[src/rtl/reg_file_mp.sv]
// reg_file_mp: multi-ported register file with write-port priority, a busy
// scoreboard for hazard detection and a registered write-collision flag.
// Optional macro REG_FILE_BYPASS_EN adds same-cycle write-to-read forwarding
// of data and busy status; without it reads come from stored state only.
module reg_file_mp #(
    parameter int WIDTH  = 16,
    parameter int N_REGS = 8,
    parameter int N_RD   = 2,
    parameter int N_WR   = 2,
    parameter int AW     = (N_REGS > 1) ? $clog2(N_REGS) : 1
) (
    input  logic                    i_clk,
    input  logic                    i_rst,
    input  logic [N_WR-1:0]         i_wr_en,
    input  logic [N_WR*AW-1:0]      i_wr_addr,
    input  logic [N_WR*WIDTH-1:0]   i_wr_data,
    input  logic [N_RD*AW-1:0]      i_rd_addr,
    output logic [N_RD*WIDTH-1:0]   o_rd_data,
    input  logic                    i_rsv_en,
    input  logic [AW-1:0]           i_rsv_addr,
    output logic [N_REGS-1:0]       o_busy,
    output logic [N_RD-1:0]         o_rd_busy,
    output logic                    o_wr_conflict
);

    logic [WIDTH-1:0]      r_mem [N_REGS];
    logic [N_REGS-1:0]     r_busy;
    logic                  r_wr_conflict;

    logic [N_REGS-1:0]     w_busy_nxt;
    logic                  w_conflict;
    logic [N_RD*WIDTH-1:0] w_rd_data;
    logic [N_RD-1:0]       w_rd_busy;

    // Address decode guard; only matters when N_REGS is not a power of two.
    function automatic logic in_range(input logic [AW-1:0] a);
        return (32'(a) < N_REGS);
    endfunction

    // Detect two or more enabled in-range write ports aiming at one register.
    always_comb begin
        w_conflict = 1'b0;
        for (int i = 0; i < N_WR; i++) begin
            for (int k = i + 1; k < N_WR; k++) begin
                if (i_wr_en[i] && i_wr_en[k] &&
                    in_range(i_wr_addr[i*AW +: AW]) &&
                    (i_wr_addr[i*AW +: AW] == i_wr_addr[k*AW +: AW]))
                    w_conflict = 1'b1;
            end
        end
    end

    // Next scoreboard: writes retire producers, then a reserve re-marks busy
    // so a freshly issued producer wins over a same-cycle writeback.
    always_comb begin
        w_busy_nxt = r_busy;
        for (int k = 0; k < N_WR; k++) begin
            if (i_wr_en[k] && in_range(i_wr_addr[k*AW +: AW]))
                w_busy_nxt[i_wr_addr[k*AW +: AW]] = 1'b0;
        end
        if (i_rsv_en && in_range(i_rsv_addr))
            w_busy_nxt[i_rsv_addr] = 1'b1;
    end

    // Array update; later ports overwrite earlier ones, giving the highest
    // enabled port priority on a collision.
    always_ff @(posedge i_clk) begin
        if (i_rst) begin
            for (int r = 0; r < N_REGS; r++)
                r_mem[r] <= '0;
        end else begin
            for (int k = 0; k < N_WR; k++) begin
                if (i_wr_en[k] && in_range(i_wr_addr[k*AW +: AW]))
                    r_mem[i_wr_addr[k*AW +: AW]] <= i_wr_data[k*WIDTH +: WIDTH];
            end
        end
    end

    // Scoreboard and collision flag registers.
    always_ff @(posedge i_clk) begin
        if (i_rst) begin
            r_busy        <= '0;
            r_wr_conflict <= 1'b0;
        end else begin
            r_busy        <= w_busy_nxt;
            r_wr_conflict <= w_conflict;
        end
    end

    // Read ports: stored state, optionally overridden by same-cycle writes.
    always_comb begin
        w_rd_data = '0;
        w_rd_busy = '0;
        for (int j = 0; j < N_RD; j++) begin
            if (in_range(i_rd_addr[j*AW +: AW])) begin
                w_rd_data[j*WIDTH +: WIDTH] = r_mem[i_rd_addr[j*AW +: AW]];
                w_rd_busy[j]                = r_busy[i_rd_addr[j*AW +: AW]];
`ifdef REG_FILE_BYPASS_EN
                if (!i_rst) begin
                    for (int k = 0; k < N_WR; k++) begin
                        if (i_wr_en[k] &&
                            (i_wr_addr[k*AW +: AW] == i_rd_addr[j*AW +: AW])) begin
                            w_rd_data[j*WIDTH +: WIDTH] = i_wr_data[k*WIDTH +: WIDTH];
                            if (!(i_rsv_en && (i_rsv_addr == i_rd_addr[j*AW +: AW])))
                                w_rd_busy[j] = 1'b0;
                        end
                    end
                end
`endif
            end
        end
    end

    assign o_rd_data     = w_rd_data;
    assign o_rd_busy     = w_rd_busy;
    assign o_busy        = r_busy;
    assign o_wr_conflict = r_wr_conflict;

endmodule

[config.mk]
export PLATFORM = sky130hd
export DESIGN_NAME = reg_file_mp
export DESIGN_NICKNAME = d
export VERILOG_FILES = /design/src/rtl/reg_file_mp.sv
export SDC_FILE = /design/constraint.sdc
export NUM_CORES = 1
export LEC_CHECK = 0
export CORE_ASPECT_RATIO = 2
export CORE_MARGIN = 4
export CORE_UTILIZATION = 45
export DETAILED_ROUTE_END_ITERATION = 8
export PLACE_DENSITY = 0.77
export SLEW_MARGIN = 20
export SYNTH_ARGS = -nofsm -noshare
export SYNTH_HDL_FRONTEND = slang
export SYNTH_SLANG_ARGS = --single-unit
export TNS_END_PERCENT = 50
[constraint.sdc]
create_clock -name i_clk -period 2.96 [get_ports i_clk]
set_input_delay 0.592 -clock i_clk [delete_from_list [all_inputs] [get_ports i_clk]]
set_output_delay 0.592 -clock i_clk [all_outputs]
set_load 0.01 [all_outputs]
; ---- After elaboration in Yosys (flattened, before gate mapping)
; Memories as Yosys holds them, arrays and structs flattened.
; Index checks and enable logic that the tools add are counted.
[word_totals]
reg_bits = 9
mem_bits_rw = 128
inputBits = 52
output_inout_bits = 43
elab_cells = 52
n_memories = 1
[op_classes]
magnitude_cmp = 8
n_eq_ne = 1
n_mux = 28
bitwise_logic = 5
n_reduce_logical = 7
[mem_list]
columns = name, depth, width, rd, rd_ports_with_merged_regs, write_ports, line
row1 = r_mem, 8, 16, 2, 0, 8, 26  ; logic [WIDTH-1:0] r_mem [N_REGS];
[op_table]
columns = cell, count
row1 = 16-bit 2-to-1 mux, 2
row2 = 16-bit OR reduction, 2
row3 = 8-bit 2-to-1 mux, 3
row4 = "3-bit by 4-bit less-than comparator with 1-bit output, second input constant", 5
row5 = 8-bit bitwise AND, 2
row6 = 1-bit 2-to-1 mux, 16
row7 = 8-bit NOT, 2
row8 = 1-bit demux with 3-bit select, 3
row9 = "3-bit by 1-bit >= comparator with 1-bit output, second input constant", 3
row10 = 8-bit OR, 1
row11 = 1-bit binary-select mux with 3-bit select, 2
row12 = 3-bit 2-to-1 mux, 2
row13 = 1-bit logical AND, 5
row14 = 3-bit equality test, 1

; ---- Logic depth before layout (Yosys ltp)
; Gate-level depths: netlist of run 1.
[logic_depth]
ltp_word = 11
mapped_depth = 5
ltp_nobuf = 3

; ---- Least setup slack after synthesis of run 1
; OpenSTA, ideal clock, no wires.
[synth_path]
path_kind = input port to output port
from = in i_rd_addr[0]
to = out o_rd_busy[0]
arrival_ps = 2042
t_required_ps = 2368
slack_ps = 326
cell_stages = 4
path_buffers = 2
cell_sequence = clkbuf_1 -> buf_2 -> mux4_2 -> mux2_2
[synth_between]
elab_chain_len = 2
[synth_rtl]
columns = element, line
row1 = start: declaration, 17  ; input logic [N_RD*AW-1:0] i_rd_addr,
row2 = 1-bit binary-select mux with 3-bit select, 97  ; w_rd_busy[j] = r_busy[i_rd_addr[j*AW +: AW]];
row3 = 1-bit 2-to-1 mux (implied by the code), 97
row4 = end: declaration, 22  ; output logic [N_RD-1:0] o_rd_busy,
; Every way passes these cells. The select of a mux whose other input is x is not followed.

; ---- Worst setup path after layout of run 1
[layout_path]
from = in i_rd_addr[0]
to = out o_rd_data[3]
[layout_between]
elab_chain_len = 1
[layout_rtl]
columns = element, line
row1 = memory 8 x 16 bit, -
row2 = end: declaration, 18  ; output logic [N_RD*WIDTH-1:0] o_rd_data,
; Every way passes these cells.

==> summary.txt, run 1 <==
Timing
  • RSZ-0062 raised after global routing: no
  • Post-layout min period: 2910 ps
  • Achievable clock frequency: 344 MHz
  • Share of the cycle needed by the critical path after routing: 0.982
  • Final number of hold-violating endpoints: 0
  • Worst hold margin: 495 ps
  • Final setup violation count: 0
  • Setup clock skew after layout: 0 ps
  • Slew margin rel.: 0.680
  • Final worst setup slack: 52.7 ps
  • Number of pins with negative max-slew slack in the final report: 0
  • Transition time at the pin with the least slew margin: 479 ps

Synth
  • FF+latch count, synth: 137
  • Synth warnings: 0
  • Proportion of netlist area held by the largest area contributor: 0.482
  • Post-Synthesis Cell Area: 7980 um^2
  • Top_reg_cell synth: sky130_fd_sc_hd__edfxtp_1
  • Async S/R FF share, synth: 0
  • Top post-synthesis cells by area: sky130_fd_sc_hd__edfxtp_1 (48%), sky130_fd_sc_hd__mux4_2 (19%), sky130_fd_sc_hd__a22o_1 (14%)
  • Syn nets: 574
  • Library cells used by synthesis: 41
  • Number of enable flip-flop cells after synthesis: 128
  • Post-synth top area cell: sky130_fd_sc_hd__edfxtp_1
  • Post-synthesis sequential area ratio: 0.505
  • Mapped Cells: 522
  • Per-instance average area after synthesis: 15.3 um^2

Floorplan
  • Effective utilization at floorplan: 0.459
  • Vert. Die Dim: 196 um
  • CORE AREA: 17400 um^2
  • Top Ports: 95
  • Die ar.: 20000 um^2
  • Std-Cell Rows: 68
  • Die W: 102 um

GRT
  • Wire length of the first global-routing pass: 36.9 mm
  • Vias in the first global route: 6215
  • Initial antenna violation count: 0
  • GRT Residual Overflow: 0
  • Total Routing Usage GR: 0.254
  • Largest net degree at the start of global routing: 18

Detailed routing
  • Detailed-route vias per instance: 7.11
  • Mean routed wirelength per cell: 30.0 um
  • Total wirelength of the detailed-routed design: 24.8 mm
  • Routed via count: 5880
  • DR DRC count: 0
  • Remaining antenna violation count after routing: 0
  • Number of design-rule violations left by the first detailed-router iteration: 674
  • Number of iterations in the first detailed-routing pass: 5

Clock tree
  • Worst-path clk slew: 60 ps
  • CTS tree: built
  • Number of buffers on the longest clock path: 2
  • Number of hold buffers added after CTS: 0
  • Clock sink total: 137
  • Number of levels in the clock H-tree: 4
  • Clock tree root driver cell: sky130_fd_sc_hd__clkbuf_16
  • Total setup buffers inserted after CTS: 0
  • Worst skew pair latency: 410 ps
  • Number of buffers added by the clock tree synthesis step: 17

Setup path
  • Critical path capture point type: output pin
  • Required time worst endpoint: 2370 ps
  • CP Launch Type: input port
  • Worst endpoint data arrival time: 2320 ps
  • Type of the setup path with the least slack: in2out
  • Largest driver fanout on the critical path: 12

Layout
  • Number of nets in the finished design: 656
  • Area taken by flip-flops and latches: 4020 um^2
  • Area of the multi-input gates: 3600 um^2
  • Antenna cell count: 0
  • Area of all placed cells without fillers: 9930 um^2
  • Area growth from synthesis to final layout: 24.5%
  • Number of fillers in the final layout: 1376
  • Share of cells above drive strength 1: 0.311

Power and ir drop
  • Maximum VDD drop: 0.402 mV
  • PwrDens: 537 nW/um^2
  • Static Leakage: 3.46 nW

Run
  • Max-cap violations: 0

Placed design
  • PortBufs: 94
  • Worst Setup Slack post-DPL: -136 ps
  • Post-DP Area: 9290 um^2
  • Final estimated routing congestion in global placement: 0.929
  • Detailed placement HPWL: 16.1 mm

Worst hold path
  • Class of the tightest hold or removal check: reg2reg

Status
  • Outcome: finished clean
[per-layer routing]
layer | vias to the layer above | track usage | part of all wire
met5 | - | 0 | 0
met4 | 0 | 0.164 | 0.070
met3 | 126 | 0.0473 | 0.084
met2 | 454 | 0.449 | 0.54
met1 | 2924 | 0.268 | 0.30
li1 | 2376 | - | -
[what timing repair did]
item | in CTS | in global routing
pin swaps | 0 | 0
setup endpoints to repair | 34 | 5
resized for setup | 7 | 2
gates cloned | 2 | 0
[Yosys cell counts (4+ instances only)]
master and instances:
sky130_fd_sc_hd__clkbuf_1 20, sky130_fd_sc_hd__dfxtp_1 9, sky130_fd_sc_hd__buf_1 35, sky130_fd_sc_hd__nor2_1 9, sky130_fd_sc_hd__mux2_2 34, sky130_fd_sc_hd__buf_2 21
sky130_fd_sc_hd__nor3_2 5, sky130_fd_sc_hd__edfxtp_1 128, sky130_fd_sc_hd__nand2b_1 6, sky130_fd_sc_hd__inv_1 9, sky130_fd_sc_hd__nand2_1 4, sky130_fd_sc_hd__mux4_2 68
sky130_fd_sc_hd__and4b_1 4, sky130_fd_sc_hd__a311o_1 4, sky130_fd_sc_hd__a22o_1 128, sky130_fd_sc_hd__o32ai_1 4
[sequential cells by signal (all words and copies together) (netlist names)]
| signal | cells |
|---|---|
| r_mem | 128 |
| o_busy | 8 |
| o_wr_conflict | 1 |
[critical path, cell delays in order]
cell and delay, ps:
sky130_fd_sc_hd__buf_2 200, sky130_fd_sc_hd__buf_12 200, sky130_fd_sc_hd__mux4_2 530, sky130_fd_sc_hd__mux2_2 300, sky130_fd_sc_hd__clkdlybuf4s50_1 480
[kinds of logic after synthesis]
kind of cell / count (synthesis) / synth area share
multiplexers: 102 / 0.240
buffers and inverters: 86 / 0.0442
flip-flops: 137 / 0.505
AND/OR/NAND/NOR: 51 / 0.0511
XOR/XNOR: 3 / 0.00330
AO/OA/AOI/OAI: 143 / 0.157
[final cells by class]
cell class,instances,share of cell area
inverters,9,0.00340
well taps,210,0.0265
flip-flops and latches,137,0.405
clock buffers,19,0.0436
clock inverters,13,0.0130
multi-input cells,299,0.362
repair buffers,140,0.146
[worst paths after layout]
| kind | start | endpoint | slack, ps | cells after the start |
|---|---|---|---|---|
| worst max-delay path | i_rd_addr[0] | o_rd_data[3] | 50 | 5 |
| worst min register to register | o_busy[2] | o_busy[2] | 500 | 2 |
| worst min-delay path | o_busy[2] | o_busy[2] | 500 | 2 |
| worst max register to register | o_busy[7] | o_busy[7] | 2180 | 2 |
[report_power, final]
group / leakage (nW) / internal, mW / switching (mW) / total [mW]
clock network: 0.274 / 1.23 / 0.795 / 2.03
registers: 1.33 / 2.28 / 0.0822 / 2.36
logic: 1.86 / 0.517 / 0.427 / 0.944
[metrics by stage]
| stage | std cells | utilization | total power [mW] | setup TNS (ps) |
|---|---|---|---|---|
| after floorplan | 522 | - | 2.89 | 0 |
| after global placement | 793 | 0.535 | 3.28 | -3100 |
| after detailed placement | 793 | 0.535 | 3.32 | -3480 |
| after CTS | 827 | 0.572 | 5.34 | 0 |
| after global routing | 827 | 0.572 | 5.48 | 0 |
| final | 827 | 0.572 | 5.33 | 0 |
[layout by cell type, fill, tap and decap left out, types with 3 or more instances in the layout]
master,Yosys,layout
sky130_fd_sc_hd__a22o_1,128,128
sky130_fd_sc_hd__a311o_1,4,4
sky130_fd_sc_hd__and4b_1,4,4
sky130_fd_sc_hd__buf_12,0,9
sky130_fd_sc_hd__buf_4,1,33
sky130_fd_sc_hd__clkbuf_16,0,17
sky130_fd_sc_hd__clkdlybuf4s50_1,0,90
sky130_fd_sc_hd__clkinv_1,0,3
sky130_fd_sc_hd__clkinv_2,0,3
sky130_fd_sc_hd__clkinv_4,0,3
sky130_fd_sc_hd__dfxtp_1,9,9
sky130_fd_sc_hd__edfxtp_1,128,128
sky130_fd_sc_hd__inv_1,9,9
sky130_fd_sc_hd__mux2_2,34,34
sky130_fd_sc_hd__mux4_2,68,68
sky130_fd_sc_hd__nand2_1,4,4
sky130_fd_sc_hd__nand2b_1,6,6
sky130_fd_sc_hd__nand3b_1,3,3
sky130_fd_sc_hd__nor2_1,9,9
sky130_fd_sc_hd__nor3_2,5,5
sky130_fd_sc_hd__nor3_4,3,3
sky130_fd_sc_hd__o32ai_1,4,4
(Power assumes the default switching activity.)
==> run 2: changes to the inputs <==
--- a/config.mk
+++ b/config.mk
@@ -7,9 +7,9 @@
 export LEC_CHECK = 0
 export CORE_ASPECT_RATIO = 2
 export CORE_MARGIN = 4
-export CORE_UTILIZATION = 45
+export CORE_UTILIZATION = 44
 export DETAILED_ROUTE_END_ITERATION = 8
-export PLACE_DENSITY = 0.77
+export PLACE_DENSITY = 0.75
 export SLEW_MARGIN = 20
 export SYNTH_ARGS = -nofsm -noshare
 export SYNTH_HDL_FRONTEND = slang
==> run 2 against run 1 <==
Effect of this change: cell area grew 1.2%; clock power grew 3%; clock-buffer cell count grew 5; largest power group unchanged.
==> summary.txt, run 2 (synthesis results as in run 1) <==
GRT
  • Vias in the first global route: 6200
  • Wire length of the first global-routing pass: 36.4 mm
  • Largest net degree at the start of global routing: 18
  • GRT Residual Overflow: 0
  • Initial antenna violation count: 2
  • Total Routing Usage GR: 0.253

Floorplan
  • Die ar.: 20500 um^2
  • Vert. Die Dim: 198 um
  • Std-Cell Rows: 69
  • Effective utilization at floorplan: 0.448
  • CORE AREA: 17800 um^2
  • Top Ports: 95
  • Die W: 103 um

Detailed routing
  • DR DRC count: 0
  • Mean routed wirelength per cell: 30.2 um
  • Total wirelength of the detailed-routed design: 25.3 mm
  • Detailed-route vias per instance: 7.02
  • Routed via count: 5884
  • Number of iterations in the first detailed-routing pass: 5
  • Remaining antenna violation count after routing: 0
  • Number of design-rule violations left by the first detailed-router iteration: 805

Timing
  • Final number of hold-violating endpoints: 0
  • Number of pins with negative max-slew slack in the final report: 0
  • Post-layout min period: 2900 ps
  • Share of the cycle needed by the critical path after routing: 0.981
  • Worst hold margin: 494 ps
  • Achievable clock frequency: 344 MHz
  • Setup clock skew after layout: 0 ps
  • RSZ-0062 raised after global routing: no
  • Final setup violation count: 0
  • Slew margin rel.: 0.550
  • Transition time at the pin with the least slew margin: 671 ps

Clock tree
  • Number of hold buffers added after CTS: 0
  • Clock sink total: 137
  • CTS tree: built
  • Number of buffers on the longest clock path: 2
  • Worst skew pair latency: 430 ps
  • Worst-path clk slew: 60 ps
  • Clock tree root driver cell: sky130_fd_sc_hd__clkbuf_16
  • Number of levels in the clock H-tree: 4
  • Number of buffers added by the clock tree synthesis step: 17

Setup path
  • Type of the setup path with the least slack: in2out
  • Largest driver fanout on the critical path: 8
  • CP Launch Type: input port
  • Worst endpoint data arrival time: 2310 ps
  • Critical path capture point type: output pin
  • Count of cells along the worst register-to-register path: 2
  • Setup slack, reg-to-reg: 2140 ps
  • Required time worst endpoint: 2370 ps

Power and ir drop
  • Maximum VDD drop: 0.347 mV
  • PwrDens: 540 nW/um^2
  • Post-layout power: 5.42 mW
  • Static Leakage: 3.53 nW

Worst hold path
  • Class of the tightest hold or removal check: reg2reg
  • Hold depth: 2

Placed design
  • Detailed placement HPWL: 16.3 mm
  • PortBufs: 94
  • Post-DP Area: 9370 um^2
  • Final estimated routing congestion in global placement: 0.856

Run
  • Max-cap violations: 0

Layout
  • Number of fillers in the final layout: 1405
  • Largest register FFs: 128
  • Area of all placed cells without fillers: 10000 um^2
  • Top library cells by usage in the layout, fill and taps aside: sky130_fd_sc_hd__a22o_1 (128), sky130_fd_sc_hd__edfxtp_1 (128), sky130_fd_sc_hd__clkdlybuf4s50_1 (90)
  • Area growth from synthesis to final layout: 26.0%
  • Share of cells above drive strength 1: 0.324
  • Number of nets in the finished design: 662
  • Fin util: 0.565
  • Register ranked first by flip-flop count: r_mem

Status
  • Outcome: finished clean
## run 2: cell types whose count changed in the layout (fill, tap and decap cells not counted), sizes merged, moves of 2 or more
| cell | before | now |
|---|---|---|
| buf | 45 | 52 |
| clkinv | 9 | 4 |
| clkbuf | 20 | 24 |
| inv | 10 | 13 |
| bufinv | 2 | 0 |
| diode | 0 | 2 |
## run 2: layout make-up
class / instances / area, um^2 / area share
Clock buffer: 24 / 546 / 0.0543
Clock inverter: 8 / 51.3 / 0.00511
Antenna cell: 2 / 5.00 / 0.000498
Tap cell: 213 / 267 / 0.0265
Sequential cell: 137 / 4020 / 0.400
Inverter: 9 / 33.8 / 0.00336
Timing Repair Buffer: 146 / 1520 / 0.152
Multi-Input combinational cell: 299 / 3600 / 0.358
## run 2: path summary, 6_finish.rpt
kind                      from            end
setup reg to reg     o_busy[7]      o_busy[7]
hold / removal       o_busy[1]      o_busy[1]
setup / recovery  i_rd_addr[3]  o_rd_data[16]
hold reg to reg      o_busy[1]      o_busy[1]
## run 2: power breakdown
part	leakage [nW]	internal, mW	switching (mW)
Combinational	1.90	0.528	0.424
Sequential	1.33	2.28	0.0864
Clock	0.303	1.29	0.816
Total	3.53	4.10	1.33
## run 2: timing repair
item | 4_1_cts | 5_1_grt
endpoints found under the setup margin | 34 | 3
buffers inserted | 0 | 0
gates cloned | 2 | 0
gates resized for setup | 7 | 1
## run 2: routing by layer
layer,share of wire,wire (um),global-route usage,up-vias
met1,0.29,7370,0.258,2940
met3,0.091,2300,0.0516,128
li1,-,-,-,2383
met4,0.061,1550,0.162,0
met5,0,0,0,-
met2,0.56,14100,0.454,433
## run 2: critical path, cell delays in order
cell and delay, ps:
sky130_fd_sc_hd__buf_2 210, sky130_fd_sc_hd__buf_6 210, sky130_fd_sc_hd__mux4_2 530, sky130_fd_sc_hd__mux2_2 290, sky130_fd_sc_hd__clkdlybuf4s50_1 490
## run 2: per-stage QoR
| step | cells | setup slack [ps] | setup TNS [ps] |
|---|---|---|---|
| 2_1_floorplan | 522 | 326 | 0 |
| 3_3_place_gp | 800 | -123 | -3100 |
| 3_5_place_dp | 802 | -138 | -3740 |
| 4_1_cts | 836 | 27.8 | 0 |
| 5_1_grt | 838 | 27.9 | 0 |
| 6_report | 838 | 55.2 | 0 |
